===== src/rtl/dmem_pkg.sv =====
// Shared definitions for the data-memory sequencer: MIPS load/store opcodes,
// controller state encoding and opcode decode helpers.
package dmem_pkg;

  localparam int unsigned OP_W = 6;

  localparam logic [OP_W-1:0] OP_LB  = 6'b100000;
  localparam logic [OP_W-1:0] OP_LH  = 6'b100001;
  localparam logic [OP_W-1:0] OP_LW  = 6'b100011;
  localparam logic [OP_W-1:0] OP_LBU = 6'b100100;
  localparam logic [OP_W-1:0] OP_LHU = 6'b100101;
  localparam logic [OP_W-1:0] OP_SB  = 6'b101000;
  localparam logic [OP_W-1:0] OP_SH  = 6'b101001;
  localparam logic [OP_W-1:0] OP_SW  = 6'b101011;

  typedef enum logic [2:0] {
    ST_IDLE,
    ST_CPU_RD,
    ST_CPU_RD_WAIT,
    ST_CPU_WR,
    ST_DBG_ACC,
    ST_DBG_RD_WAIT,
    ST_DONE
  } state_t;

  // Byte count of an access; 0 marks an opcode that touches no memory.
  function automatic logic [2:0] op_size(input logic [OP_W-1:0] op);
    logic [2:0] n;
    n = 3'd0;
    case (op)
      OP_LB, OP_LBU, OP_SB: n = 3'd1;
      OP_LH, OP_LHU, OP_SH: n = 3'd2;
      OP_LW, OP_SW:         n = 3'd4;
      default:              n = 3'd0;
    endcase
    return n;
  endfunction

  function automatic logic op_is_load(input logic [OP_W-1:0] op);
    return op inside {OP_LB, OP_LBU, OP_LH, OP_LHU, OP_LW};
  endfunction

endpackage


===== src/rtl/dmem_seq_ctrl_if.sv =====
// Bundle of CPU, debug and memory-side signals around the sequencer.
interface dmem_seq_ctrl_if #(
  parameter int unsigned ADDR_W = 16
);
  logic              cpu_req;
  logic [5:0]        cpu_op;
  logic [ADDR_W-1:0] cpu_addr;
  logic [31:0]       cpu_wdata;
  logic              cpu_stall;
  logic              cpu_done;
  logic [31:0]       cpu_rdata;

  logic              dbg_req;
  logic              dbg_we;
  logic [ADDR_W-1:0] dbg_addr;
  logic [7:0]        dbg_wdata;
  logic              dbg_gnt;
  logic              dbg_valid;
  logic [7:0]        dbg_rdata;

  logic [ADDR_W-1:0] mem_addr;
  logic              mem_we;
  logic [7:0]        mem_wdata;
  logic [7:0]        mem_rdata;

  modport slave (
    input  cpu_req, cpu_op, cpu_addr, cpu_wdata,
    output cpu_stall, cpu_done, cpu_rdata,
    input  dbg_req, dbg_we, dbg_addr, dbg_wdata,
    output dbg_gnt, dbg_valid, dbg_rdata,
    output mem_addr, mem_we, mem_wdata,
    input  mem_rdata
  );

  modport master (
    output cpu_req, cpu_op, cpu_addr, cpu_wdata,
    input  cpu_stall, cpu_done, cpu_rdata,
    output dbg_req, dbg_we, dbg_addr, dbg_wdata,
    input  dbg_gnt, dbg_valid, dbg_rdata,
    input  mem_addr, mem_we, mem_wdata,
    output mem_rdata
  );
endinterface


===== src/rtl/dmem_load_align.sv =====
// Turns the four captured little-endian bytes into the load result,
// applying sign or zero extension for sub-word loads.
module dmem_load_align
  import dmem_pkg::*;
(
  input  logic [OP_W-1:0] op,
  input  logic [31:0]     lanes,
  output logic [31:0]     rdata
);

  always_comb begin
    rdata = lanes;
    case (op)
      OP_LB:   rdata = {{24{lanes[7]}}, lanes[7:0]};
      OP_LBU:  rdata = {24'd0, lanes[7:0]};
      OP_LH:   rdata = {{16{lanes[15]}}, lanes[15:0]};
      OP_LHU:  rdata = {16'd0, lanes[15:0]};
      default: rdata = lanes;
    endcase
  end

endmodule


===== src/rtl/dmem_seq_ctrl.sv =====
// Sequences MIPS loads/stores one byte per cycle onto a byte-wide
// synchronous memory and arbitrates it against a debug byte port.
module dmem_seq_ctrl
  import dmem_pkg::*;
#(
  parameter int unsigned ADDR_W     = 16,
  parameter int unsigned STARVE_MAX = 8
) (
  input  logic           CLK,
  input  logic           RST_n,
  dmem_seq_ctrl_if.slave bus
);

  localparam int unsigned CNT_W = $clog2(STARVE_MAX + 1);

  state_t            state;
  logic [2:0]        idx;
  logic [2:0]        n_bytes;
  logic [31:0]       lanes;
  logic [31:0]       lanes_nx;
  logic [31:0]       rdata_aligned;
  logic [31:0]       cpu_rdata_q;
  logic              cpu_done_q;
  logic              dbg_gnt_q;
  logic              dbg_valid_q;
  logic              dbg_rd;
  logic [7:0]        dbg_rdata_q;
  logic [ADDR_W-1:0] mem_addr_q;
  logic              mem_we_q;
  logic [7:0]        mem_wdata_q;
  logic [CNT_W-1:0]  starve;
  logic [1:0]        cap_lane;
  logic              cap_en;
  logic [2:0]        acc_size;
  logic              acc_load;
  logic              cpu_go;

  assign acc_size = op_size(bus.cpu_op);
  assign acc_load = op_is_load(bus.cpu_op);
  assign cpu_go   = bus.cpu_req && !(bus.dbg_req && (starve == CNT_W'(STARVE_MAX)));

  // Byte k returns two cycles after its address is issued.
  always_comb begin
    lanes_nx = lanes;
    cap_en   = 1'b0;
    cap_lane = 2'd0;
    if (state == ST_CPU_RD && idx >= 3'd2) begin
      cap_en   = 1'b1;
      cap_lane = 2'(idx - 3'd2);
    end else if (state == ST_CPU_RD_WAIT) begin
      cap_en   = 1'b1;
      cap_lane = 2'(n_bytes - 3'd1);
    end
    if (cap_en) lanes_nx[{cap_lane, 3'b000} +: 8] = bus.mem_rdata;
  end

  dmem_load_align u_align (
    .op    (bus.cpu_op),
    .lanes (lanes_nx),
    .rdata (rdata_aligned)
  );

  always_ff @(posedge CLK or negedge RST_n) begin
    if (!RST_n) begin
      state       <= ST_IDLE;
      idx         <= 3'd0;
      n_bytes     <= 3'd0;
      lanes       <= 32'd0;
      cpu_rdata_q <= 32'd0;
      cpu_done_q  <= 1'b0;
      dbg_gnt_q   <= 1'b0;
      dbg_valid_q <= 1'b0;
      dbg_rd      <= 1'b0;
      dbg_rdata_q <= 8'd0;
      mem_addr_q  <= '0;
      mem_we_q    <= 1'b0;
      mem_wdata_q <= 8'd0;
      starve      <= '0;
    end else begin
      cpu_done_q  <= 1'b0;
      dbg_gnt_q   <= 1'b0;
      dbg_valid_q <= 1'b0;
      mem_we_q    <= 1'b0;
      lanes       <= lanes_nx;
      if (!bus.dbg_req) starve <= '0;

      case (state)
        ST_IDLE: begin
          if (cpu_go) begin
            if (bus.dbg_req) starve <= starve + CNT_W'(1);
            n_bytes <= acc_size;
            idx     <= 3'd1;
            lanes   <= 32'd0;
            if (acc_size == 3'd0) begin
              state      <= ST_DONE;
              cpu_done_q <= 1'b1;
            end else if (acc_load) begin
              state      <= ST_CPU_RD;
              mem_addr_q <= bus.cpu_addr;
            end else begin
              state       <= ST_CPU_WR;
              mem_addr_q  <= bus.cpu_addr;
              mem_we_q    <= 1'b1;
              mem_wdata_q <= bus.cpu_wdata[7:0];
            end
          end else if (bus.dbg_req) begin
            state       <= ST_DBG_ACC;
            mem_addr_q  <= bus.dbg_addr;
            mem_we_q    <= bus.dbg_we;
            mem_wdata_q <= bus.dbg_wdata;
            dbg_gnt_q   <= 1'b1;
            dbg_rd      <= !bus.dbg_we;
            starve      <= '0;
          end
        end
        ST_CPU_RD: begin
          if (idx < n_bytes) begin
            mem_addr_q <= mem_addr_q + ADDR_W'(1);
            idx        <= idx + 3'd1;
          end else begin
            state <= ST_CPU_RD_WAIT;
          end
        end
        ST_CPU_RD_WAIT: begin
          cpu_rdata_q <= rdata_aligned;
          cpu_done_q  <= 1'b1;
          state       <= ST_DONE;
        end
        ST_CPU_WR: begin
          if (idx < n_bytes) begin
            mem_addr_q  <= mem_addr_q + ADDR_W'(1);
            mem_we_q    <= 1'b1;
            mem_wdata_q <= bus.cpu_wdata[{idx[1:0], 3'b000} +: 8];
            idx         <= idx + 3'd1;
          end else begin
            cpu_done_q <= 1'b1;
            state      <= ST_DONE;
          end
        end
        ST_DONE: state <= ST_IDLE;
        ST_DBG_ACC: begin
          dbg_valid_q <= dbg_rd;
          state       <= dbg_rd ? ST_DBG_RD_WAIT : ST_IDLE;
        end
        ST_DBG_RD_WAIT: begin
          dbg_rdata_q <= bus.mem_rdata;
          state       <= ST_IDLE;
        end
        default: state <= ST_IDLE;
      endcase
    end
  end

  assign bus.cpu_stall = bus.cpu_req & ~cpu_done_q;
  assign bus.cpu_done  = cpu_done_q;
  assign bus.cpu_rdata = cpu_rdata_q;
  assign bus.dbg_gnt   = dbg_gnt_q;
  assign bus.dbg_valid = dbg_valid_q;
  // Read byte arrives from memory in the dbg_valid cycle itself; hold it after.
  assign bus.dbg_rdata = dbg_valid_q ? bus.mem_rdata : dbg_rdata_q;
  assign bus.mem_addr  = mem_addr_q;
  assign bus.mem_we    = mem_we_q;
  assign bus.mem_wdata = mem_wdata_q;

endmodule


===== src/flat_wrapper.sv =====
// flat-port wrapper written by rule: the top's interface ports become plain ports
module dmem_seq_ctrl_flat import dmem_pkg::*;
#(
  parameter int unsigned ADDR_W     = 16,
  parameter int unsigned STARVE_MAX = 8
)
  (CLK, RST_n, bus_cpu_req, bus_cpu_op, bus_cpu_addr, bus_cpu_wdata, bus_cpu_stall, bus_cpu_done, bus_cpu_rdata, bus_dbg_req, bus_dbg_we, bus_dbg_addr, bus_dbg_wdata, bus_dbg_gnt, bus_dbg_valid, bus_dbg_rdata, bus_mem_addr, bus_mem_we, bus_mem_wdata, bus_mem_rdata);
  dmem_seq_ctrl_if #(.ADDR_W(ADDR_W)) bus_i ();
  input  logic CLK;
  input  logic RST_n;
  input wire logic [$bits(bus_i.cpu_req)-1:0] bus_cpu_req;
  input wire logic [$bits(bus_i.cpu_op)-1:0] bus_cpu_op;
  input wire logic [$bits(bus_i.cpu_addr)-1:0] bus_cpu_addr;
  input wire logic [$bits(bus_i.cpu_wdata)-1:0] bus_cpu_wdata;
  output wire logic [$bits(bus_i.cpu_stall)-1:0] bus_cpu_stall;
  output wire logic [$bits(bus_i.cpu_done)-1:0] bus_cpu_done;
  output wire logic [$bits(bus_i.cpu_rdata)-1:0] bus_cpu_rdata;
  input wire logic [$bits(bus_i.dbg_req)-1:0] bus_dbg_req;
  input wire logic [$bits(bus_i.dbg_we)-1:0] bus_dbg_we;
  input wire logic [$bits(bus_i.dbg_addr)-1:0] bus_dbg_addr;
  input wire logic [$bits(bus_i.dbg_wdata)-1:0] bus_dbg_wdata;
  output wire logic [$bits(bus_i.dbg_gnt)-1:0] bus_dbg_gnt;
  output wire logic [$bits(bus_i.dbg_valid)-1:0] bus_dbg_valid;
  output wire logic [$bits(bus_i.dbg_rdata)-1:0] bus_dbg_rdata;
  output wire logic [$bits(bus_i.mem_addr)-1:0] bus_mem_addr;
  output wire logic [$bits(bus_i.mem_we)-1:0] bus_mem_we;
  output wire logic [$bits(bus_i.mem_wdata)-1:0] bus_mem_wdata;
  input wire logic [$bits(bus_i.mem_rdata)-1:0] bus_mem_rdata;
  assign bus_i.cpu_req = bus_cpu_req;
  assign bus_i.cpu_op = bus_cpu_op;
  assign bus_i.cpu_addr = bus_cpu_addr;
  assign bus_i.cpu_wdata = bus_cpu_wdata;
  assign bus_cpu_stall = bus_i.cpu_stall;
  assign bus_cpu_done = bus_i.cpu_done;
  assign bus_cpu_rdata = bus_i.cpu_rdata;
  assign bus_i.dbg_req = bus_dbg_req;
  assign bus_i.dbg_we = bus_dbg_we;
  assign bus_i.dbg_addr = bus_dbg_addr;
  assign bus_i.dbg_wdata = bus_dbg_wdata;
  assign bus_dbg_gnt = bus_i.dbg_gnt;
  assign bus_dbg_valid = bus_i.dbg_valid;
  assign bus_dbg_rdata = bus_i.dbg_rdata;
  assign bus_mem_addr = bus_i.mem_addr;
  assign bus_mem_we = bus_i.mem_we;
  assign bus_mem_wdata = bus_i.mem_wdata;
  assign bus_i.mem_rdata = bus_mem_rdata;
  dmem_seq_ctrl #(.ADDR_W(ADDR_W), .STARVE_MAX(STARVE_MAX)) u_core (.CLK(CLK), .RST_n(RST_n), .bus(bus_i));
endmodule

===== config.mk =====
export PLATFORM = sky130hd
export DESIGN_NAME = dmem_seq_ctrl_flat
export DESIGN_NICKNAME = d
export VERILOG_FILES = /design/src/rtl/dmem_pkg.sv /design/src/rtl/dmem_seq_ctrl_if.sv /design/src/rtl/dmem_load_align.sv /design/src/rtl/dmem_seq_ctrl.sv /design/src/flat_wrapper.sv
export SDC_FILE = /design/constraint.sdc
export NUM_CORES = 1
export LEC_CHECK = 0
export ABC_CLOCK_PERIOD_IN_PS = 4300
export BUFFER_PORTS_ARGS = -buffer_cell sky130_fd_sc_hd__buf_4
export CAP_MARGIN = 20
export CORE_UTILIZATION = 53
export DETAILED_ROUTE_END_ITERATION = 7
export PLACE_DENSITY = 0.8
export RECOVER_POWER = 25
export SLEW_MARGIN = 30
export SYNTH_ARGS = -nofsm -noshare
export SYNTH_HDL_FRONTEND = slang
export SYNTH_SLANG_ARGS = --single-unit

===== constraint.sdc =====
create_clock -name CLK -period 4.3 [get_ports CLK]
set_input_delay 0.43 -clock CLK [delete_from_list [all_inputs] [get_ports CLK]]
set_output_delay 0.43 -clock CLK [all_outputs]
set_load 0.03 [all_outputs]

==> impl_summary.txt, run 1 <==
----------------------------------------------------
[Floorplanning]
  Number of core rows ... 38
  Core Box Area ... 11000 um^2
  Starting utilization of the core area ... 55.4%
  Area of the die ... 12000 um^2
  DIE WIDTH ... 109 um
  Top-level port count ... 160
  Vertical die dimension ... 109 um

[Run]
  Max-cap check violation count ... 1

[Drt]
  First-pass DRT Iterations ... 5
  Number of vias per cell after detailed routing ... 6.09
  Routed wire per std cell ... 18.4 um
  Remaining DRCs ... 0
  First-iteration detailed-routing DRC count ... 533
  Routed via count ... 5615
  Antenna Nets Post-Route ... 0
  Final Routed Wirelength ... 17.0 mm

[Worst setup path]
  CP Cell Sequence ... or3b_1 > a2bb2oi_1 > buf_4 > inv_1 > ha_1 > nand4b_1 > and3_1 > a311oi_4 > a21oi_1
  Critical path capture point type ... flop
  Largest fanout of any net on the critical path ... 20
  CP max-delay cell ... sky130_fd_sc_hd__or3b_1
  Critical setup path kind ... reg2reg
  Required time of the worst setup path ... 4.55 ns
  Slowest cell delay on critical path ... 0.69 ns
  Worst path arrival time ... 3.94 ns
  Kind of start point of the critical path ... flop
  Register-to-register setup slack ... 0.62 ns

[Pwr]
  Pwr dens ... 729 nW/um^2
  Static leakage ... 3.54 nW
  IR Drop Worst-Case VDD ... 0.487 mV

[Synth]
  Cells taking the most area after synthesis ... sky130_fd_sc_hd__dfrtp_1, sky130_fd_sc_hd__nor2_1, sky130_fd_sc_hd__nand2_1
  Post-synthesis cell count ... 620
  Async set or reset register ratio after synthesis ... 100%
  Synthesis Warnings ... 0
  Post-Synthesis Net Count ... 722
  Sequential element share of the synthesized area ... 46.7%
  Synth Flop Type ... sky130_fd_sc_hd__dfrtp_1
  Flops & latches, synth ... 114
  Number of distinct library cell variants in the gate-level netlist after synthesis ... 65
  Average cell area after synthesis ... 9.86 um^2
  Leading area contributor after synthesis ... sky130_fd_sc_hd__dfrtp_1
  Post-synthesis cell area ... 6110 um^2
  Proportion of netlist area held by the largest area contributor ... 46.7%
  Number of synthesized flops with an enable pin ... 0

[Clock tree]
  Total setup buffers inserted after CTS ... 0
  Total of cells resized after clock tree synthesis ... 0
  Depth of the CTS H-tree ... 4
  Clock tree root buffer cell ... sky130_fd_sc_hd__clkbuf_16
  Clock net sink count ... 114
  Inserted Clock Buffers ... 17
  Buffers from clock root to sink, at most ... 2
  Clock edge transition at the registers on the reported setup and hold paths ... 0.06 ns
  Insertion delay of the later-clocked pin in the worst-skew pair ... 0.42 ns
  CTS tree ... yes
  Hold bufs inserted after CTS ... 1

[Timing]
  Total of endpoints with negative setup slack in the final report ... 0
  Worst-Margin Slew ... 2.01 ns
  Max Clock Skew ... 0.00756 ns
  Setup repair after global routing missed its margin ... no
  Period utilization ... 85.6%
  Time the worst path needs with I/O delays and setup ... 3.68 ns
  Count of endpoints failing hold in the final timing report ... 0
  F_max ... 272 MHz
  Setup TNS ... 0 ns
  Max-slew violations ... 40
  Slew margin rel. ... -34.2%

[Place]
  GP Congestion ... 0.876
  HPWL Detailed ... 12.1 mm
  Dpl cell area ... 7410 um^2
  Port Buffer Count ... 159

[Finish]
  Seq. cell area ... 2850 um^2
  Growth of design area from synthesis to finish ... 29.5%
  Post-route design area ... 7910 um^2
  Fraction of final layout cells with drive strength greater than 1 ... 26.2%
  Area occupied by multi-input gates ... 3080 um^2
  Nets@finish ... 871
  Antenna cell count ... 0
  Count of filler cells inserted in the layout ... 862

[Run status]
  Violations in the final reports ... max-capacitance violations, max-slew violations
  Result of the run ... finished, violations left

[GRT]
  Via count of the first global-routing pass ... 5581
  Aggregate global routing overflow ... 0
  First-pass GRT wire length ... 27.2 mm
  Antenna violations before repair ... 0
  GRT Overall Usage ... 30.2%
  Pin count of the biggest net entering global routing ... 42

[Min path]
  Class of the worst hold path ... in2reg

----------------------------------------------------
## state kept, by name, summed over array words and instances (netlist names)
register,count
u_core.bus.mem_wdata,8
u_core.state,3
u_core.idx,3
u_core.bus.cpu_rdata,32
u_core.lanes,32
u_core.bus.cpu_done,1
u_core.bus.dbg_gnt,1
u_core.starve,4
u_core.bus.mem_addr,16
u_core.dbg_rdata_q,8
u_core.dbg_rd,1
u_core.bus.mem_we,1
u_core.bus.dbg_valid,1
u_core.n_bytes,3
## layout make-up
class / instances / share of cell area, %
clock buffers: 22 / 5.87
well taps: 140 / 2.21
inverters: 12 / 0.569
clock inverters: 10 / 1.98
multi-input cells: 454 / 38.9
flip-flops and latches: 114 / 36.0
repair buffers: 170 / 14.5
## Yosys cell counts, drive strengths merged, types with 3 or more instances
cell type	count
nor2	77
nand3b	4
nand2	65
nor3b	3
o22a	13
mux2i	7
ha	11
nor4	3
o2bb2ai	7
o21ai	26
a21oi	37
or3	4
buf	10
nor2b	5
a32oi	13
nand4b	4
clkbuf	30
a211oi	10
o21a	3
a2bb2oi	3
mux4	8
nand4	4
or4b	3
dfrtp	114
and2	9
inv	12
mux2	26
and3	7
nor3	8
a22oi	25
a31oi	17
nand3	17
nand2b	10
## routing by layer
metal | track usage, % | routed length [um] | up-vias
li1 | - | - | 2576
met1 | 37.6 | 6760 | 2712
met2 | 49.1 | 8240 | 287
met3 | 8.00 | 1570 | 40
met4 | 14.6 | 430 | 0
met5 | 0 | 0 | -
## critical path: cells and delay by family (launching register included)
family,cells,cell delay (ns)
AOI/OAI and AO/OA,3,1.09
buffers and inverters,2,0.28
DFF,1,0.57
adders and majority gates,1,0.17
and+or+nand+nor,3,1.39
## report_power, final
group          internal (mW)  total, mW  leakage, nW  switching, mW
sequential              1.45       1.78         1.44          0.337
combinational          0.924       2.50         1.80           1.57
clock                  0.996       1.49        0.304          0.490
total                   3.37       5.77         3.54           2.40
## worst paths after layout
| path | to | cells after the start | startpoint |
|---|---|---|---|
| max in group asynchronous | u_core.bus.mem_addr[14] | 3 | RST_n |
| min reg2reg | u_core.bus.mem_wdata[7] | 1 | u_core.bus.mem_wdata[7] |
| max | u_core.bus.cpu_rdata[16] | 9 | u_core.state[2] |
| min | u_core.n_bytes[0] | 2 | bus_cpu_op[0] |
| min in group asynchronous | u_core.bus.cpu_rdata[2] | 2 | RST_n |
| max reg2reg | u_core.bus.cpu_rdata[16] | 9 | u_core.state[2] |
## through the flow
stage               hold WS [ns]  setup WS [ns]  total power, mW  utilization, %  std cells
global route               0.278          0.383             6.08            71.7        922
global placement           0.421          0.740             4.32            67.1        888
finish                     0.282          0.618             5.77            71.7        922
detailed placement         0.424          0.489             4.42            67.2        889
CTS                        0.271          0.459             5.93            72.9        922
floorplan                  0.134           1.08             3.47               -        620
## cell usage in the layout (no fill, tap or decap), types with 12 or more instances in the layout
cell	synthesis	routed
sky130_fd_sc_hd__inv_1	12	12
sky130_fd_sc_hd__a21oi_1	37	37
sky130_fd_sc_hd__o22a_1	13	13
sky130_fd_sc_hd__mux2_2	17	17
sky130_fd_sc_hd__nand2_1	65	65
sky130_fd_sc_hd__a31oi_1	17	17
sky130_fd_sc_hd__clkbuf_1	30	41
sky130_fd_sc_hd__nand3_1	17	17
sky130_fd_sc_hd__clkbuf_16	0	17
sky130_fd_sc_hd__dfrtp_1	114	114
sky130_fd_sc_hd__a22oi_1	25	25
sky130_fd_sc_hd__nor2_1	76	76
sky130_fd_sc_hd__o21ai_0	15	15
sky130_fd_sc_hd__a32oi_1	13	13
sky130_fd_sc_hd__buf_4	1	130
## logic make-up (layout without fill, tap and decap cells)
kind of cell / count (synthesis) / in the layout / share of synthesized area [%]
AND/OR/NAND/NOR: 232 / 232 / 18.9
AO/OA/AOI/OAI: 168 / 168 / 19.5
flip-flops: 114 / 114 / 46.7
buffers and inverters: 52 / 214 / 3.50
multiplexers: 41 / 41 / 8.88
adder cells (fa/ha/maj): 11 / 11 / 2.25
XOR/XNOR: 2 / 2 / 0.287
Note: power is estimated with default switching activity, not from simulation.
==> run 2: changes to the inputs <==
--- a/config.mk
+++ b/config.mk
@@ -8,6 +8,7 @@
 export ABC_CLOCK_PERIOD_IN_PS = 4300
 export BUFFER_PORTS_ARGS = -buffer_cell sky130_fd_sc_hd__buf_4
 export CAP_MARGIN = 20
+export CORE_MARGIN = 4
 export CORE_UTILIZATION = 53
 export DETAILED_ROUTE_END_ITERATION = 7
 export PLACE_DENSITY = 0.8
==> run 2 against run 1 <==
  * The run still ends with max-capacitance violations, max-slew violations left
  * Power increased by 1.6%
  * Register-to-register slack improved by 0.07 ns
  * Critical path depth increased by 1
  * Wire length increased by 3.3%
  * Global-route usage decreased by 3.0 points
  * Clock skew decreased by 0.0018 ns
  * First-iteration DRC count decreased by 12%
  * Worst setup slack improved by 0.073 ns
==> impl_summary.txt, run 2 (synthesized netlist as in run 1, its figures left out) <==
----------------------------------------------------
[Clock tree]
  Buffers from clock root to sink, at most ... 2 (unchanged)
  Total setup buffers inserted after CTS ... 0 (unchanged)
  Clock tree root buffer cell ... sky130_fd_sc_hd__clkbuf_16 (unchanged)
  Hold bufs inserted after CTS ... 0 (was 1)
  Inserted Clock Buffers ... 17 (unchanged)
  CTS tree ... yes (unchanged)
  Depth of the CTS H-tree ... 4 (unchanged)
  Insertion delay of the later-clocked pin in the worst-skew pair ... 0.42 ns (about the same)
  Total of cells resized after clock tree synthesis ... 0 (unchanged)
  Clock net sink count ... 114 (unchanged)
  Clock edge transition at the registers on the reported setup and hold paths ... 0.06 ns (about the same)

[Finish]
  Leading cell type in the layout, fill and taps excluded ... sky130_fd_sc_hd__buf_4 (unchanged)
  Post-route design area ... 8020 um^2 (was 7910 um^2)
  Nets@finish ... 871 (unchanged)
  Seq. cell area ... 2850 um^2 (unchanged)
  Area occupied by multi-input gates ... 3080 um^2 (about the same)
  Growth of design area from synthesis to finish ... 31.2% (was 29.5%)
  Finished Layout Cells ... 922 (unchanged)
  End-of-flow core utilization ... 72.4% (was 71.7%)
  Fraction of final layout cells with drive strength greater than 1 ... 31.3% (was 26.2%)
  Count of filler cells inserted in the layout ... 805 (was 862)
  Commonest non-fill, non-tap cells in the layout ... sky130_fd_sc_hd__buf_4, sky130_fd_sc_hd__dfrtp_1, sky130_fd_sc_hd__nor2_1 (unchanged)
  Antenna cell count ... 0 (unchanged)

[Floorplanning]
  Area of the die ... 13300 um^2 (was 12000 um^2)
  Core Box Area ... 11100 um^2 (was 11000 um^2)
  Number of core rows ... 38 (unchanged)
  Starting utilization of the core area ... 55.2% (was 55.4%)
  DIE WIDTH ... 115 um (was 109 um)
  Top-level port count ... 160 (unchanged)
  Vertical die dimension ... 115 um (was 109 um)

[Timing]
  Slack of the critical path ... 0.692 ns (was 0.618 ns)
  Count of endpoints failing hold in the final timing report ... 0 (unchanged)
  Setup repair after global routing missed its margin ... no (unchanged)
  Smallest hold slack ... 0.280 ns (was 0.282 ns)
  Setup TNS ... 0 ns (unchanged)
  Time the worst path needs with I/O delays and setup ... 3.61 ns (was 3.68 ns)
  Max-slew violations ... 75 (was 40)
  F_max ... 277 MHz (was 272 MHz)
  Worst-Margin Slew ... 2.26 ns (was 2.01 ns)
  Period utilization ... 83.9% (was 85.6%)
  Slew margin rel. ... -50.8% (was -34.2%)
  Total of endpoints with negative setup slack in the final report ... 0 (unchanged)
  Max Clock Skew ... 0.00574 ns (was 0.00756 ns)

[Drt]
  Routed via count ... 5619 (was 5615)
  Antenna Nets Post-Route ... 0 (unchanged)
  Final Routed Wirelength ... 17.6 mm (was 17.0 mm)
  Routed wire per std cell ... 19.1 um (was 18.4 um)
  Number of vias per cell after detailed routing ... 6.09 (about the same)
  Remaining DRCs ... 0 (unchanged)
  First-pass DRT Iterations ... 7 (was 5)
  First-iteration detailed-routing DRC count ... 468 (was 533)

[Worst setup path]
  Critical path origin ... u_core.idx[1] (was u_core.state[2])
  Largest fanout of any net on the critical path ... 15 (was 20)
  R2r startpoint ... u_core.idx[1] (was u_core.state[2])
  Required time of the worst setup path ... 4.62 ns (was 4.55 ns)
  Kind of start point of the critical path ... flop (unchanged)
  Worst path arrival time ... 3.93 ns (was 3.94 ns)
  Critical path capture point type ... flop (unchanged)
  Critical setup path kind ... reg2reg (unchanged)

[Place]
  Instance count after placement with tap cells included ... 890 (was 889)
  HPWL Detailed ... 12.5 mm (was 12.1 mm)
  GP Congestion ... 0.858 (was 0.876)
  Worst slack after detailed placement ... 0.757 ns (was 0.489 ns)
  Port Buffer Count ... 159 (unchanged)
  Dpl cell area ... 7420 um^2 (was 7410 um^2)

[Min path]
  Class of the worst hold path ... in2reg (unchanged)
  Hold wc startpoint ... bus_cpu_op[0] (unchanged)

[GRT]
  Aggregate global routing overflow ... 0 (unchanged)
  GRT Overall Usage ... 27.2% (was 30.2%)
  First-pass GRT wire length ... 28.4 mm (was 27.2 mm)
  Via count of the first global-routing pass ... 5696 (was 5581)
  Antenna violations before repair ... 0 (unchanged)
  Pin count of the biggest net entering global routing ... 44 (was 42)

[Run status]
  Violations in the final reports ... max-capacitance violations, max-slew violations (unchanged)
  Result of the run ... finished, violations left (unchanged)

[Pwr]
  Pwr dens ... 730 nW/um^2 (was 729 nW/um^2)
  Static leakage ... 3.66 nW (was 3.54 nW)
  Total chip power ... 5.86 mW (was 5.77 mW)
  IR Drop Worst-Case VDD ... 0.469 mV (was 0.487 mV)

[Run]
  Max-cap check violation count ... 2 (was 1)

----------------------------------------------------
[run 2: cell count changes in the layout (fill, tap and decap cells not counted)]
cell	previous run	this run
sky130_fd_sc_hd__a2111oi_0	0	1
sky130_fd_sc_hd__inv_6	0	1
sky130_fd_sc_hd__a2111oi_1	1	0
sky130_fd_sc_hd__buf_8	1	0
sky130_fd_sc_hd__clkbuf_8	2	1
sky130_fd_sc_hd__dlygate4sd3_1	1	0
sky130_fd_sc_hd__bufinv_16	4	3
sky130_fd_sc_hd__clkinvlp_4	1	4
sky130_fd_sc_hd__clkbuf_2	0	1
sky130_fd_sc_hd__clkbuf_1	41	2
sky130_fd_sc_hd__buf_4	130	167
sky130_fd_sc_hd__clkinv_2	4	5
[run 2: worst paths after layout]
path | end | cells after the start | slack [ns]
max | u_core.bus.cpu_rdata[9] | 10 | 0.69
min | u_core.n_bytes[0] | 2 | 0.28
max reg2reg | u_core.bus.cpu_rdata[9] | 10 | 0.69
min reg2reg | u_core.bus.cpu_rdata[5] | 2 | 0.49
max in group asynchronous | u_core.bus.cpu_rdata[31] | 2 | 1.26
min in group asynchronous | u_core.starve[2] | 1 | 0.69
[run 2: power by group]
| group | internal [mW] | leakage (nW) | switching (mW) |
|---|---|---|---|
| registers | 1.45 | 1.44 | 0.343 |
| logic | 1.06 | 1.93 | 1.58 |
| clock network | 0.921 | 0.288 | 0.505 |
| total | 3.43 | 3.66 | 2.43 |
[run 2: area by class of cell]
cell class                      instances  share of cell area [%]
Multi-Input combinational cell        454                    38.4
Sequential cell                       114                    35.6
Timing Repair Buffer                  170                    15.8
Clock buffer                           18                    5.48
Tap cell                              140                    2.19
Clock inverter                         14                    2.03
Inverter                               12                   0.562
[run 2: layer usage]
metal / up-vias / routed length, um / track usage [%]
met5: - / 0 / 0
met4: 0 / 258 / 8.92
met3: 25 / 1820 / 8.47
met2: 297 / 8480 / 44.0
met1: 2722 / 7010 / 35.0
li1: 2575 / - / -
[run 2: worst max-delay path, cell delays in order (launching register included)]
cell and delay, ns:
sky130_fd_sc_hd__dfrtp_1 0.61, sky130_fd_sc_hd__ha_1 0.33, sky130_fd_sc_hd__or3_1 0.42, sky130_fd_sc_hd__a2bb2oi_1 0.17, sky130_fd_sc_hd__buf_4 0.20, sky130_fd_sc_hd__ha_1 0.30, sky130_fd_sc_hd__nand3b_1 0.17, sky130_fd_sc_hd__or4_1 0.43
sky130_fd_sc_hd__o21a_1 0.36, sky130_fd_sc_hd__nor3b_4 0.28, sky130_fd_sc_hd__a211oi_2 0.23
